### src/rtl/uart_pkg.sv
// Shared UART definitions: frame geometry and receiver/transmitter FSM states.
package uart_pkg;

   localparam int unsigned DATA_BITS  = 8;
   localparam int unsigned OVERSAMPLE = 16;
   localparam int unsigned MID_TICK   = OVERSAMPLE / 2 - 1;
   localparam int unsigned LAST_TICK  = OVERSAMPLE - 1;

   typedef enum logic [1:0] {
      StIdle,
      StStart,
      StData,
      StStop
   } uart_state_e;

endpackage

### src/rtl/uart_rx_if.sv
// Receive-side consumer bus: one-entry valid/ready holding register plus error pulses.
interface uart_rx_if #(
   parameter int unsigned DATA_BITS = uart_pkg::DATA_BITS
);

   logic [DATA_BITS-1:0] rx_data;
   logic                 rx_valid;
   logic                 rx_ready;
   logic                 frame_err;
   logic                 overrun;

   modport master (
      output rx_data,
      output rx_valid,
      output frame_err,
      output overrun,
      input  rx_ready
   );

   modport slave (
      input  rx_data,
      input  rx_valid,
      input  frame_err,
      input  overrun,
      output rx_ready
   );

endinterface

### src/rtl/uart_sync.sv
// Two-flop synchronizer for a single asynchronous bit, synchronous reset to RESET_VAL.
module uart_sync #(
   parameter logic RESET_VAL = 1'b1
) (
   input  logic clk,
   input  logic rst_n,
   input  logic d,
   output logic q
);

   logic meta_q;
   logic sync_q;

   // rst_n is active-high here.
   always_ff @(posedge clk) begin
      if (rst_n) begin
         meta_q <= RESET_VAL;
         sync_q <= RESET_VAL;
      end else begin
         meta_q <= d;
         sync_q <= meta_q;
      end
   end

   assign q = sync_q;

endmodule

### src/rtl/uart_rx.sv
// 8N1 UART receiver: 16x oversampled start/data/stop recovery into a one-entry holding register.
module uart_rx #(
   parameter int unsigned DATA_BITS  = uart_pkg::DATA_BITS,
   parameter int unsigned OVERSAMPLE = uart_pkg::OVERSAMPLE
) (
   input  logic         clk,
   input  logic         rst_n,
   input  logic         tick,
   input  logic         rx,
   output logic         busy,
   uart_rx_if.master    rx_bus
);

   import uart_pkg::*;

   localparam int unsigned TcntW = $clog2(OVERSAMPLE);
   localparam int unsigned BcntW = $clog2(DATA_BITS);
   localparam logic [TcntW-1:0] MidTick  = TcntW'(OVERSAMPLE / 2 - 1);
   localparam logic [TcntW-1:0] LastTick = TcntW'(OVERSAMPLE - 1);
   localparam logic [BcntW-1:0] LastBit  = BcntW'(DATA_BITS - 1);

   logic                 rx_s;
   logic                 rx_d;
   uart_state_e          state_q;
   logic [TcntW-1:0]     tcnt_q;
   logic [BcntW-1:0]     bcnt_q;
   logic [DATA_BITS-1:0] shreg_q;
   logic [DATA_BITS-1:0] data_q;
   logic                 valid_q;
   logic                 ferr_q;
   logic                 ovr_q;
   logic                 busy_q;

   logic stop_hit;
   logic done;
   logic accept;

   uart_sync #(
      .RESET_VAL(1'b1)
   ) u_sync (
      .clk  (clk),
      .rst_n(rst_n),
      .d    (rx),
      .q    (rx_s)
   );

   assign stop_hit = (state_q == StStop) && tick && (tcnt_q == LastTick);
   assign done     = stop_hit && rx_s;
   assign accept   = valid_q && rx_bus.rx_ready;

   always_ff @(posedge clk) begin
      if (rst_n) begin
         rx_d    <= 1'b1;
         state_q <= StIdle;
         tcnt_q  <= '0;
         bcnt_q  <= '0;
         shreg_q <= '0;
         data_q  <= '0;
         valid_q <= 1'b0;
         ferr_q  <= 1'b0;
         ovr_q   <= 1'b0;
         busy_q  <= 1'b0;
      end else begin
         rx_d   <= rx_s;
         ferr_q <= stop_hit && !rx_s;
         ovr_q  <= 1'b0;

         unique case (state_q)
            StIdle: begin
               // Edge-triggered so a held-low break cannot restart a frame.
               if (rx_d && !rx_s) begin
                  state_q <= StStart;
                  tcnt_q  <= '0;
                  busy_q  <= 1'b1;
               end
            end
            StStart: begin
               if (tick) begin
                  if (tcnt_q == MidTick) begin
                     tcnt_q <= '0;
                     if (rx_s) begin
                        state_q <= StIdle;
                        busy_q  <= 1'b0;
                     end else begin
                        state_q <= StData;
                        bcnt_q  <= '0;
                     end
                  end else begin
                     tcnt_q <= tcnt_q + 1'b1;
                  end
               end
            end
            StData: begin
               if (tick) begin
                  if (tcnt_q == LastTick) begin
                     tcnt_q  <= '0;
                     shreg_q <= {rx_s, shreg_q[DATA_BITS-1:1]};
                     if (bcnt_q == LastBit) begin
                        state_q <= StStop;
                     end else begin
                        bcnt_q <= bcnt_q + 1'b1;
                     end
                  end else begin
                     tcnt_q <= tcnt_q + 1'b1;
                  end
               end
            end
            StStop: begin
               if (tick) begin
                  if (tcnt_q == LastTick) begin
                     // Leave at mid-stop so the next start edge is not missed.
                     tcnt_q  <= '0;
                     state_q <= StIdle;
                     busy_q  <= 1'b0;
                  end else begin
                     tcnt_q <= tcnt_q + 1'b1;
                  end
               end
            end
            default: state_q <= StIdle;
         endcase

         if (done) begin
            data_q  <= shreg_q;
            valid_q <= 1'b1;
            ovr_q   <= valid_q && !rx_bus.rx_ready;
         end else if (accept) begin
            valid_q <= 1'b0;
         end
      end
   end

   assign rx_bus.rx_data   = data_q;
   assign rx_bus.rx_valid  = valid_q;
   assign rx_bus.frame_err = ferr_q;
   assign rx_bus.overrun   = ovr_q;
   assign busy             = busy_q;

endmodule
### src/flat_wrapper.sv
// flat-port wrapper written by rule: the top's interface ports become plain ports
module uart_rx_flat import uart_pkg::*;
#(
   parameter int unsigned DATA_BITS  = uart_pkg::DATA_BITS,
   parameter int unsigned OVERSAMPLE = uart_pkg::OVERSAMPLE
)
  (clk, rst_n, tick, rx, busy, rx_bus_rx_data, rx_bus_rx_valid, rx_bus_frame_err, rx_bus_overrun, rx_bus_rx_ready);
  uart_rx_if #(.DATA_BITS(DATA_BITS)) rx_bus_i ();
  input  logic clk;
  input  logic rst_n;
  input  logic tick;
  input  logic rx;
  output logic busy;
  output wire logic [$bits(rx_bus_i.rx_data)-1:0] rx_bus_rx_data;
  output wire logic [$bits(rx_bus_i.rx_valid)-1:0] rx_bus_rx_valid;
  output wire logic [$bits(rx_bus_i.frame_err)-1:0] rx_bus_frame_err;
  output wire logic [$bits(rx_bus_i.overrun)-1:0] rx_bus_overrun;
  input wire logic [$bits(rx_bus_i.rx_ready)-1:0] rx_bus_rx_ready;
  assign rx_bus_rx_data = rx_bus_i.rx_data;
  assign rx_bus_rx_valid = rx_bus_i.rx_valid;
  assign rx_bus_frame_err = rx_bus_i.frame_err;
  assign rx_bus_overrun = rx_bus_i.overrun;
  assign rx_bus_i.rx_ready = rx_bus_rx_ready;
  uart_rx #(.DATA_BITS(DATA_BITS), .OVERSAMPLE(OVERSAMPLE)) u_core (.clk(clk), .rst_n(rst_n), .tick(tick), .rx(rx), .busy(busy), .rx_bus(rx_bus_i));
endmodule
### config.mk
export PLATFORM = sky130hd
export DESIGN_NAME = uart_rx_flat
export DESIGN_NICKNAME = d
export VERILOG_FILES = /design/src/rtl/uart_pkg.sv /design/src/rtl/uart_rx_if.sv /design/src/rtl/uart_sync.sv /design/src/rtl/uart_rx.sv /design/src/flat_wrapper.sv
export SDC_FILE = /design/constraint.sdc
export NUM_CORES = 1
export LEC_CHECK = 0
export ABC_AREA = 1
export BUFFER_PORTS_ARGS = -buffer_cell sky130_fd_sc_hd__buf_2
export CORE_UTILIZATION = 50
export CTS_CLUSTER_SIZE = 20
export DETAILED_ROUTE_END_ITERATION = 8
export PLACE_DENSITY = 0.84
export REMOVE_ABC_BUFFERS = 1
export SLEW_MARGIN = 10
export SYNTH_ARGS = -nofsm -noshare
export SYNTH_HDL_FRONTEND = slang
export SYNTH_SLANG_ARGS = --single-unit
### constraint.sdc
create_clock -name clk -period 1.4 [get_ports clk]
set_clock_uncertainty 0.15 [all_clocks]
set_input_delay 0.28 -clock clk [delete_from_list [all_inputs] [get_ports clk]]
set_output_delay 0.28 -clock clk [all_outputs]
set_load 0.05 [all_outputs]
After elaboration in Yosys (flattened, before gate mapping)
Cells that the tools add are included.
{ "totals": {"reg_bits": 32, "latch_bits": 0, "ram_bits": 0, "romBits": 0, "input_bits": 5, "output_inout_bits": 12, "wordCells": 85, "memories": 0} }
{ "classes": {"addsub": 2, "n_mul": 0, "n_div": 0, "n_lt_le_gt_ge": 0, "n_eq_ne": 18, "shift": 0, "muxes": 32, "n_bitwise": 1, "reduce_logical": 20} }
{ "ops": {"columns": ["op", "n"], "rows": [
  ["$mux W4", 5],
  ["$mux W2", 9],
  ["$mux W3", 6],
  ["$ne A2 B2 Y1 const B", 7],
  ["$reduce_and A7 Y1", 2],
  ["$pmux W4 S3", 1],
  ["$ne A2 B1 Y1 const B", 5],
  ["$mux W1", 8],
  ["$pmux W2 S4", 1],
  ["$reduce_and A8 Y1", 1],
  ["$logic_and A1 B1 Y1", 7],
  ["$pmux W3 S2", 1],
  ["$reduce_and A3 Y1", 2],
  ["$add A4 B1 Y4 const B", 1],
  ["$eq A2 B2 Y1 const B", 2],
  ["$eq A4 B3 Y1 const B", 1],
  ["$eq A4 B4 Y1 const B", 1],
  ["$reduce_bool A2 Y1", 2],
  ["$reduce_or A2 Y1", 2],
  ["$add A3 B1 Y3 const B", 1],
  ["$eq A3 B3 Y1 const B", 1],
  ["$pmux W1 S3", 1],
  ["$reduce_bool A3 Y1", 1],
  ["$eq A2 B1 Y1 const B", 1],
  ["3 further kinds", 4]
]} }

Longest topological paths before layout
Gate-level depths: netlist (run 1).
{ "logic_depth": {"depth_word": 6, "ltp_mapped": 9, "mapped_depth_nobuf": 9} }

Cells and area by module
From an unflattened synthesis (run 1), not the netlist that was laid out.
{ "hier_totals": {"cells_unflattened": 189, "hier_area_um2": 1400.1} }
{ "by_module_without_submodules": {"columns": ["module", "n_inst", "cells_per_inst", "area_per_inst_um2", "seq_area_each_um2"], "rows": [
  ["uart_rx", 1, 182, 1341.3, 600.6],
  ["uart_sync", 1, 7, 58.8, 40.0]
]} }

Least setup slack after synthesis (run 1)
No wires, ideal clock.
{ "synth_path": {"path_kind": "flip-flop to flip-flop", "from": "register u_core.tcnt_q[0]", "to": "register u_core.data_q[0], in the netlist u_core.rx_bus.rx_data[0]", "setup_time_ns": 0.116, "arrival_ns": 1.243, "required_time_ns": 1.134, "slack_ns": -0.109, "path_stages_with_launch": 9, "n_path_buf": 0, "period_less_slack_ns": 1.509, "cell_sequence": "dfxtp_1 ha_1 nand3_1 inv_1 nand3_1 nor2_4 inv_2 nor2_1 nor2_1"} }
{ "synth_between": {"elab_chain_cells": 3} }
{ "synth_lines": {"columns": ["element", "line_no", "rtl"], "rows": [
  ["start: declaration", "uart_rx.sv:25", "logic [TcntW-1:0] tcnt_q;"],
  ["start signal: assignment", "uart_rx.sv:89", "tcnt_q <= tcnt_q + 1'b1;"],
  ["start signal: assignment", "uart_rx.sv:104", "tcnt_q <= tcnt_q + 1'b1;"],
  ["start signal: assignment", "uart_rx.sv:116", "tcnt_q <= tcnt_q + 1'b1;"],
  ["$eq A4 B4 Y1", "uart_rx.sv:47", "assign stop_hit = (state_q == StStop) && tick && (tcnt_q == LastTick);"],
  ["$logic_and A1 B1 Y1", "uart_rx.sv:47", null],
  ["$logic_and A1 B1 Y1", "uart_rx.sv:48", "assign done = stop_hit && rx_s;"],
  ["end signal: assignment", "uart_rx.sv:124", "data_q <= shreg_q;"],
  ["end: declaration", "uart_rx.sv:28", "logic [DATA_BITS-1:0] data_q;"]
]} }
No other way between the ends.
A chain may end at the register's enable or synchronous reset.

Worst setup path in the final report (run 1)
{ "layout_path": {"from": "register u_core.bcnt_q[0]", "to": "register u_core.bcnt_q[2]"} }
{ "layout_between": {"elab_chain_cells": 5, "elab_cells_between_ends": 8, "classes_between": "1 x add/sub; 2 x eq/ne; 4 x mux; 1 x reduce/logical"} }
{ "layout_lines": {"columns": ["element", "line_no", "rtl"], "rows": [
  ["start: declaration", "uart_rx.sv:26", "logic [BcntW-1:0] bcnt_q;"],
  ["start signal: assignment", "uart_rx.sv:101", "bcnt_q <= bcnt_q + 1'b1;"],
  ["$add A3 B1 Y3", "uart_rx.sv:101", null],
  ["$mux W3", "uart_rx.sv:98", "if (bcnt_q == LastBit) begin"],
  ["$mux W3", "uart_rx.sv:95", "if (tcnt_q == LastTick) begin"],
  ["$mux W3", "uart_rx.sv:94", "if (tick) begin"],
  ["$pmux W3 S2", "uart_rx.sv:68", "unique case (state_q)"]
]} }
Several ways; a longest one is shown, not always the timed one. The select of a mux whose other input is x is not followed.

==> results by group, run 1 <==
Timing
  • Slew headroom: 83.08%
  • Hold_ws: 69.00 ps
  • Period utilization: 106.8%
  • Setup WS post-layout: -95.70 ps
  • Final hold violation count: 0
  • Endpoints failing setup: 21
  • Setup repair after global routing missed its margin: yes
  • Slew Viols, Final: 0
  • Setup TNS: -873.8 ps
  • Fmax: 0.6686 GHz
  • Worst-margin pin slew: 251.9 ps
  • Period minus WS final: around 1500 ps

Worst setup path
  • Top cell by count, worst path: ha_4
  • Worst path cell trace: ha_4 > ha_4 > inv_2 > nand3_4 > buf_6 > o21ai_4 > nand3_1 > nand2_1 > nor2_1
  • CP arrival: between 1500 and 2000 ps
  • Crit path launch type: register
  • Req. time, crit path: 1490 ps
  • CP endpoint kind: register
  • Worst Path Max Fanout: 6
  • CP peak stage delay: between 300 and 400 ps
  • Critical path class: register to register
  • CP max-delay cell: dfxtp_2

Floorplanning
  • Initial Utilization: roughly 53%
  • Ports: 17
  • Die H: roughly 53 um
  • Die W: around 53 um
  • Num rows: 18
  • Die area: about 0.0028 sq mm
  • Core area: between 0.002 and 0.0025 sq mm

Clock tree
  • Max Root-Sink Buffers: 2
  • Skew-Pair Late Insertion Delay: approximately 330 ps
  • CTS root buf: clkbuf_4
  • Clk pin slew, worst setup/hold paths: 100 ps
  • TritonCTS Sinks: 32
  • H-tree levels: 2
  • CTS buffer count: 5
  • CTS tree: done

Layout
  • # nets final: 226
  • Share of cells above drive strength 1: 40.18%
  • Final non-filler cell total: roughly 250
  • # diodes: 0
  • Layout area overhead: 41.25%

Global routing
  • Vias in the first global route: 1,135
  • First-pass GRT wire length: 4.878 mm
  • GR Util All Layers: around a quarter
  • Initial antenna violation count: 0
  • Largest net degree at the start of global routing: 24
  • Global route overflow: 0

Synth
  • Sequential area share after synthesis: between 40% and 50%
  • Number of synthesized flops with an enable pin: 0
  • Synth cell types: 24
  • #FFs+latches synth: 32
  • Post-Syn Area: ~0.0013 sq mm
  • Syn Inst Count: 176
  • Most used DFF post-synth: dfxtp_1
  • Synth Warn #: 0
  • Post-synth ARST share: 0%
  • Avg Inst Size Synth: between 7 and 8 sq um

Drt
  • Via count: 1,287
  • First-pass DRT Iterations: 4
  • Number of DRC markers in iteration 0: 33
  • Final ANT Viol Nets: 0
  • DR vias/cell: 5.169
  • WL per Instance: 13.35 um
  • WL final: 3.325 mm
  • Residual DRC count: 0

Place
  • Dpl hpwl: 1.877 mm
  • Port bufs: 16
  • Gpl congestion: 0.8853
  • Cells after DPL: 237

Outcome
  • Failing checks: setup timing
  • Status: finished, violations left

Power
  • Design Power: 1822 uW
  • Peak supply drop: 0.9333 mV
  • P per Cell Area: 980.1 mW/mm^2
  • P_leak: between 0.0008 and 0.0009 uW

Hold path
  • Worst hold path class: input port to register

Run
  • Max-cap check violation count: 0
## cell families (layout without fill, tap and decap cells)
family                     count (synthesis)  in the layout  share of synthesized area (%)
xor gates and xnor gates                   1              1                         0.6655
and+or+nand+nor                           93             93                          29.56
buffers and inverters                     17             60                          5.513
adders and majority gates                  3              3                          2.852
DFF                                       32             32                          48.67
AOI/OAI and AO/OA                         30             30                          12.74
## sequential cells by signal, summed over array words and instances, names as in the netlist, named ones only
name and count:
u_core.tcnt_q 4, u_core.rx_d 1, u_core.rx_bus.rx_valid 1, u_core.u_sync.q 1
u_core.u_sync.meta_q 1, u_core.rx_bus.overrun 1, u_core.bcnt_q 3, u_core.state_q 1
u_core.busy 1, u_core.rx_bus.frame_err 1, u_core.shreg_q 8, u_core.rx_bus.rx_data 8
## what timing repair did
| action | in CTS | in global routing |
|---|---|---|
| setup buffers | 1 | 1 |
| gates cloned | 0 | 1 |
| gates resized for setup | 28 | 41 |
| hold buffers | 1 | 0 |
| endpoints found under the hold margin | 1 | 0 |
| pin swaps | 11 | 14 |
| endpoints found under the setup margin | 25 | 38 |
## layout make-up
type / count / area [sq um]
Tap cell: 30 / 37.54
Clock inverter: 1 / 7.507
Timing Repair Buffer: 38 / 284.0
Inverter: 13 / 56.30
Sequential cell: 32 / 650.6
Multi-Input combinational cell: 127 / 763.2
Clock buffer: 7 / 55.05
Fill cell: 188 / 618.1
Timing Repair inverter: 1 / 5.005
## cells in the final DEF (no fill, tap or decap)
cell type,synthesis,routed
a211oi_2,0,1
a21boi_2,0,1
a21oi_1,8,7
a21oi_2,0,1
buf_2,0,6
buf_4,0,21
buf_6,1,3
clkbuf_1,3,1
clkbuf_4,0,12
clkbuf_8,0,1
clkinv_2,1,1
clkinv_4,0,1
clkinvlp_4,0,1
dfxtp_1,32,26
dfxtp_2,0,5
dfxtp_4,0,1
dlygate4sd3_1,0,1
ha_4,0,3
inv_1,10,7
inv_2,2,4
inv_4,0,1
nand2_1,30,24
nand2_2,0,4
nand2_4,0,2
nand3_1,11,5
nand3_2,1,3
nand3_4,0,4
nand3b_1,1,1
nor2_1,45,40
nor2_2,1,5
nor2_4,1,2
nor3_1,1,1
o21ai_0,17,12
o21ai_1,1,4
o21ai_2,0,2
o21ai_4,1,1
o22ai_1,1,1
or2_2,2,2
xor2_1,1,1
## routing by layer
metal  track usage [%]  share of wire (%)  vias up
li1                  -                  -      650
met5                 0                  0        -
met2             41.67                 53       24
met3             7.759                3.2        7
met1             27.83                 42      606
met4             11.84                1.5        0
## synthesized netlist by cell type (2+ instances only)
master / instances / area (sq um)
a21oi_1: 8 / 40.04
clkbuf_1: 3 / 11.26
dfxtp_1: 32 / 640.6
ha_1: 3 / 37.54
inv_1: 10 / 37.54
inv_2: 2 / 7.510
nand2_1: 30 / 112.6
nand3_1: 11 / 55.05
nor2_1: 45 / 168.9
o21ai_0: 17 / 85.08
or2_2: 2 / 12.51
## critical path, delay by kind of cell, from the launching register on
family / cells / cell delay [ps]
AO/OA/AOI/OAI: 1 / 90
adder cells (fa/ha/maj): 2 / 310
buffers and inverters: 2 / 190
flip-flops: 1 / 350
AND/OR/NAND/NOR: 4 / 310
## metrics by stage
step | util, % | setup slack, ps | area (sq um)
after detailed placement | 62.73 | -181.6 | 1554
after CTS | 69.80 | -72.67 | 1729
after global placement | 62.73 | -114.3 | 1554
after floorplan | - | -109.1 | 1294
final | 75.05 | -95.70 | 1859
after global routing | 75.05 | -167.4 | 1859
## power by group
part           leakage, uW  internal (uW)  switching, uW  total [uW]
Clock            0.0000315            246            321         566
Sequential        0.000262            925           13.7         938
Combinational     0.000513            123            195         317
## worst paths after layout
kind,cells past startpoint,slack [ps],end,start
worst max-delay path,9,-100,u_core.bcnt_q[2],u_core.bcnt_q[0]
worst min-delay path,3,70,u_core.rx_bus.overrun,rx_bus_rx_ready
worst max register to register,9,-100,u_core.bcnt_q[2],u_core.bcnt_q[0]
worst min register to register,1,270,u_core.u_sync.q,u_core.u_sync.meta_q
Power figures use the tool's default switching activity.
==> run 2: changes to the inputs <==
Settings changed: PLACE_DENSITY 0.84 to unset, PLACE_DENSITY_LB_ADDON set to 0.3.
==> run 2 against run 1 <==
  * The run still ends with setup timing left
  * Via count grew 2.2%
  * Worst hold slack gained 2.4 ps
  * Cell count is the same
  * First-iteration DRC count is the same
  * Highest routed layer unchanged
  * Core utilization grew 0.71 points
  * Critical path depth shrank 1
  * Sequential power grew 0.5%
==> results by group, run 2 (same netlist as run 1, synthesis figures left out) <==
Timing
  • Period utilization: 102.8% (-4.0 points)
  • Setup TNS: -319.5 ps (+554.3 ps)
  • Slew Viols, Final: 0 (unchanged)
  • Endpoints failing setup: 15 (-29%)
  • Final hold violation count: 0 (unchanged)
  • Fmax: 0.6948 GHz (+3.9%)
  • Setup repair after global routing missed its margin: yes
  • Setup WS post-layout: -39.22 ps (+56.48 ps)
  • Slew headroom: 83.39% (+0.31 points)
  • Worst-margin pin slew: 250.9 ps (-0.9993 ps)
  • Period minus WS final: 1439 ps (-56.48 ps)
  • Hold_ws: 71.37 ps (+2.371 ps)

Global routing
  • Global route overflow: 0 (unchanged)
  • First-pass GRT wire length: 4.926 mm (+0.98%)
  • Initial antenna violation count: 0 (unchanged)
  • Vias in the first global route: 1,142 (+0.62%)
  • Largest net degree at the start of global routing: 24 (unchanged)
  • GR Util All Layers: 25.37% (+0.63 points)

Clock tree
  • Skew-Pair Late Insertion Delay: 340 ps (about the same)
  • Max Root-Sink Buffers: 2 (unchanged)
  • CTS tree: done
  • TritonCTS Sinks: 32 (unchanged)
  • H-tree levels: 2 (unchanged)
  • Clk pin slew, worst setup/hold paths: 100 ps (about the same)
  • CTS buffer count: 5 (unchanged)
  • CTS root buf: clkbuf_4

Worst setup path
  • Worst Path Max Fanout: 4 (-2)
  • CP arrival: 1570 ps (-20 ps)
  • Critical path class: register to register
  • Req. time, crit path: 1530 ps (+40 ps)
  • CP endpoint kind: register
  • Crit path launch type: register

Run
  • Max-cap check violation count: 0 (unchanged)

Floorplanning
  • Initial Utilization: 53.13% (unchanged)
  • Die W: 53.31 um (unchanged)
  • Die area: 0.002842 sq mm (unchanged)
  • Num rows: 18 (unchanged)
  • Die H: 53.31 um (unchanged)
  • Core area: 0.002477 sq mm (unchanged)
  • Ports: 17 (unchanged)

Layout
  • FF/Latch Area: 654.4 sq um (+0.58%)
  • # nets final: 226 (unchanged)
  • Most frequent cells in the layout: nor2_1, nand2_1, dfxtp_1
  • Layout area overhead: 42.59%
  • # diodes: 0 (unchanged)
  • Commonest non-fill, non-tap cell in the layout: nor2_1
  • Area occupied by multi-input gates: 750.7 sq um (-1.6%)
  • Share of cells above drive strength 1: 40.64% (+0.46 points)
  • # fillers: 172 (-8.5%)

Place
  • Pre-CTS setup slack: -177.3 ps (+4.340 ps)
  • Gpl congestion: 0.8092 (-8.6%)
  • Port bufs: 16 (unchanged)
  • Dpl hpwl: 1.999 mm (+6.5%)

Hold path
  • Worst hold path class: input port to register

Drt
  • Final ANT Viol Nets: 0 (unchanged)
  • Number of DRC markers in iteration 0: 33 (unchanged)
  • Residual DRC count: 0 (unchanged)
  • DR vias/cell: 5.281 (+2.2%)
  • Via count: 1,315 (+2.2%)
  • WL per Instance: 13.20 um (-1.1%)
  • First-pass DRT Iterations: 4 (unchanged)
  • WL final: 3.287 mm (-1.1%)

Power
  • P_leak: 0.0008126 uW (+0.78%)
  • P per Cell Area: 1020 mW/mm^2 (+4.1%)
  • Peak supply drop: 0.8808 mV (-5.6%)

Outcome
  • Failing checks: setup timing
  • Status: finished, violations left
==> run 2: changes by cell type in the layout (fill, tap and decap cells not counted), sizes merged <==
cell,previous run,this run
buf,30,33
clkbuf,14,11
bufinv,0,1
clkinvlp,1,0
==> run 2: where the power goes <==
group          internal [uW]  switching, uW  total (uW)  leakage, uW
Combinational            114            164         277     0.000508
Clock                    374            321         695    0.0000422
Sequential               926           16.5         943     0.000263
Total                   1410            501        1920     0.000813
==> run 2: final timing paths <==
| kind | start | cells past startpoint | slack (ps) | to |
|---|---|---|---|---|
| max reg2reg | u_core.tcnt_q[1] | 8 | -40 | u_core.rx_bus.rx_data[6] |
| min | rx_bus_rx_ready | 3 | 70 | u_core.rx_bus.overrun |
| min reg2reg | u_core.u_sync.meta_q | 1 | 280 | u_core.u_sync.q |
| max | u_core.tcnt_q[1] | 8 | -40 | u_core.rx_bus.rx_data[6] |
==> run 2: metal layers <==
metal	vias to the layer above	global-route usage (%)	wire length [um]
met5	-	0	0
met4	0	13.60	90
met3	11	8.333	146
met2	30	43.13	1718
met1	619	27.38	1332
li1	655	-	-
==> run 2: worst max-delay path, stage by stage, from the launching register on <==
cell and delay (ps):
dfxtp_2 370, ha_4 170, nand3_4 90, inv_4 90
nand3_4 70, nor2_4 160, buf_6 130, o21ai_2 50
nor2_1 120
==> run 2: layout make-up <==
type,instances,share of cell area (%)
Multi-Input combinational cell,127,40.00
Clock buffer,6,2.200
Timing Repair Buffer,39,15.93
Tap cell,30,2.000
Inverter,13,3.133
Clock inverter,2,1.867
Sequential cell,32,34.87
==> run 2: metrics by stage <==
| step | total power [uW] | utilization, % | std cells | instance area [sq um] |
|---|---|---|---|---|
| after floorplan | 1081 | - | 172 | 1294 |
| after global placement | 1172 | 62.93 | 236 | 1559 |
| after detailed placement | 1177 | 62.93 | 236 | 1559 |
| after CTS | 1884 | 70.61 | 247 | 1749 |
| after global routing | 1995 | 75.76 | 249 | 1877 |
| final | 1915 | 75.76 | 249 | 1877 |
==> run 2: timing repair <==
| item | in CTS | in global routing |
|---|---|---|
| buffers inserted | 2 | 3 |
| pin swaps | 8 | 10 |
| endpoints found under the hold margin | 1 | 0 |
| endpoints found under the setup margin | 25 | 34 |
| resized for setup | 25 | 42 |
| hold buffers | 1 | 0 |
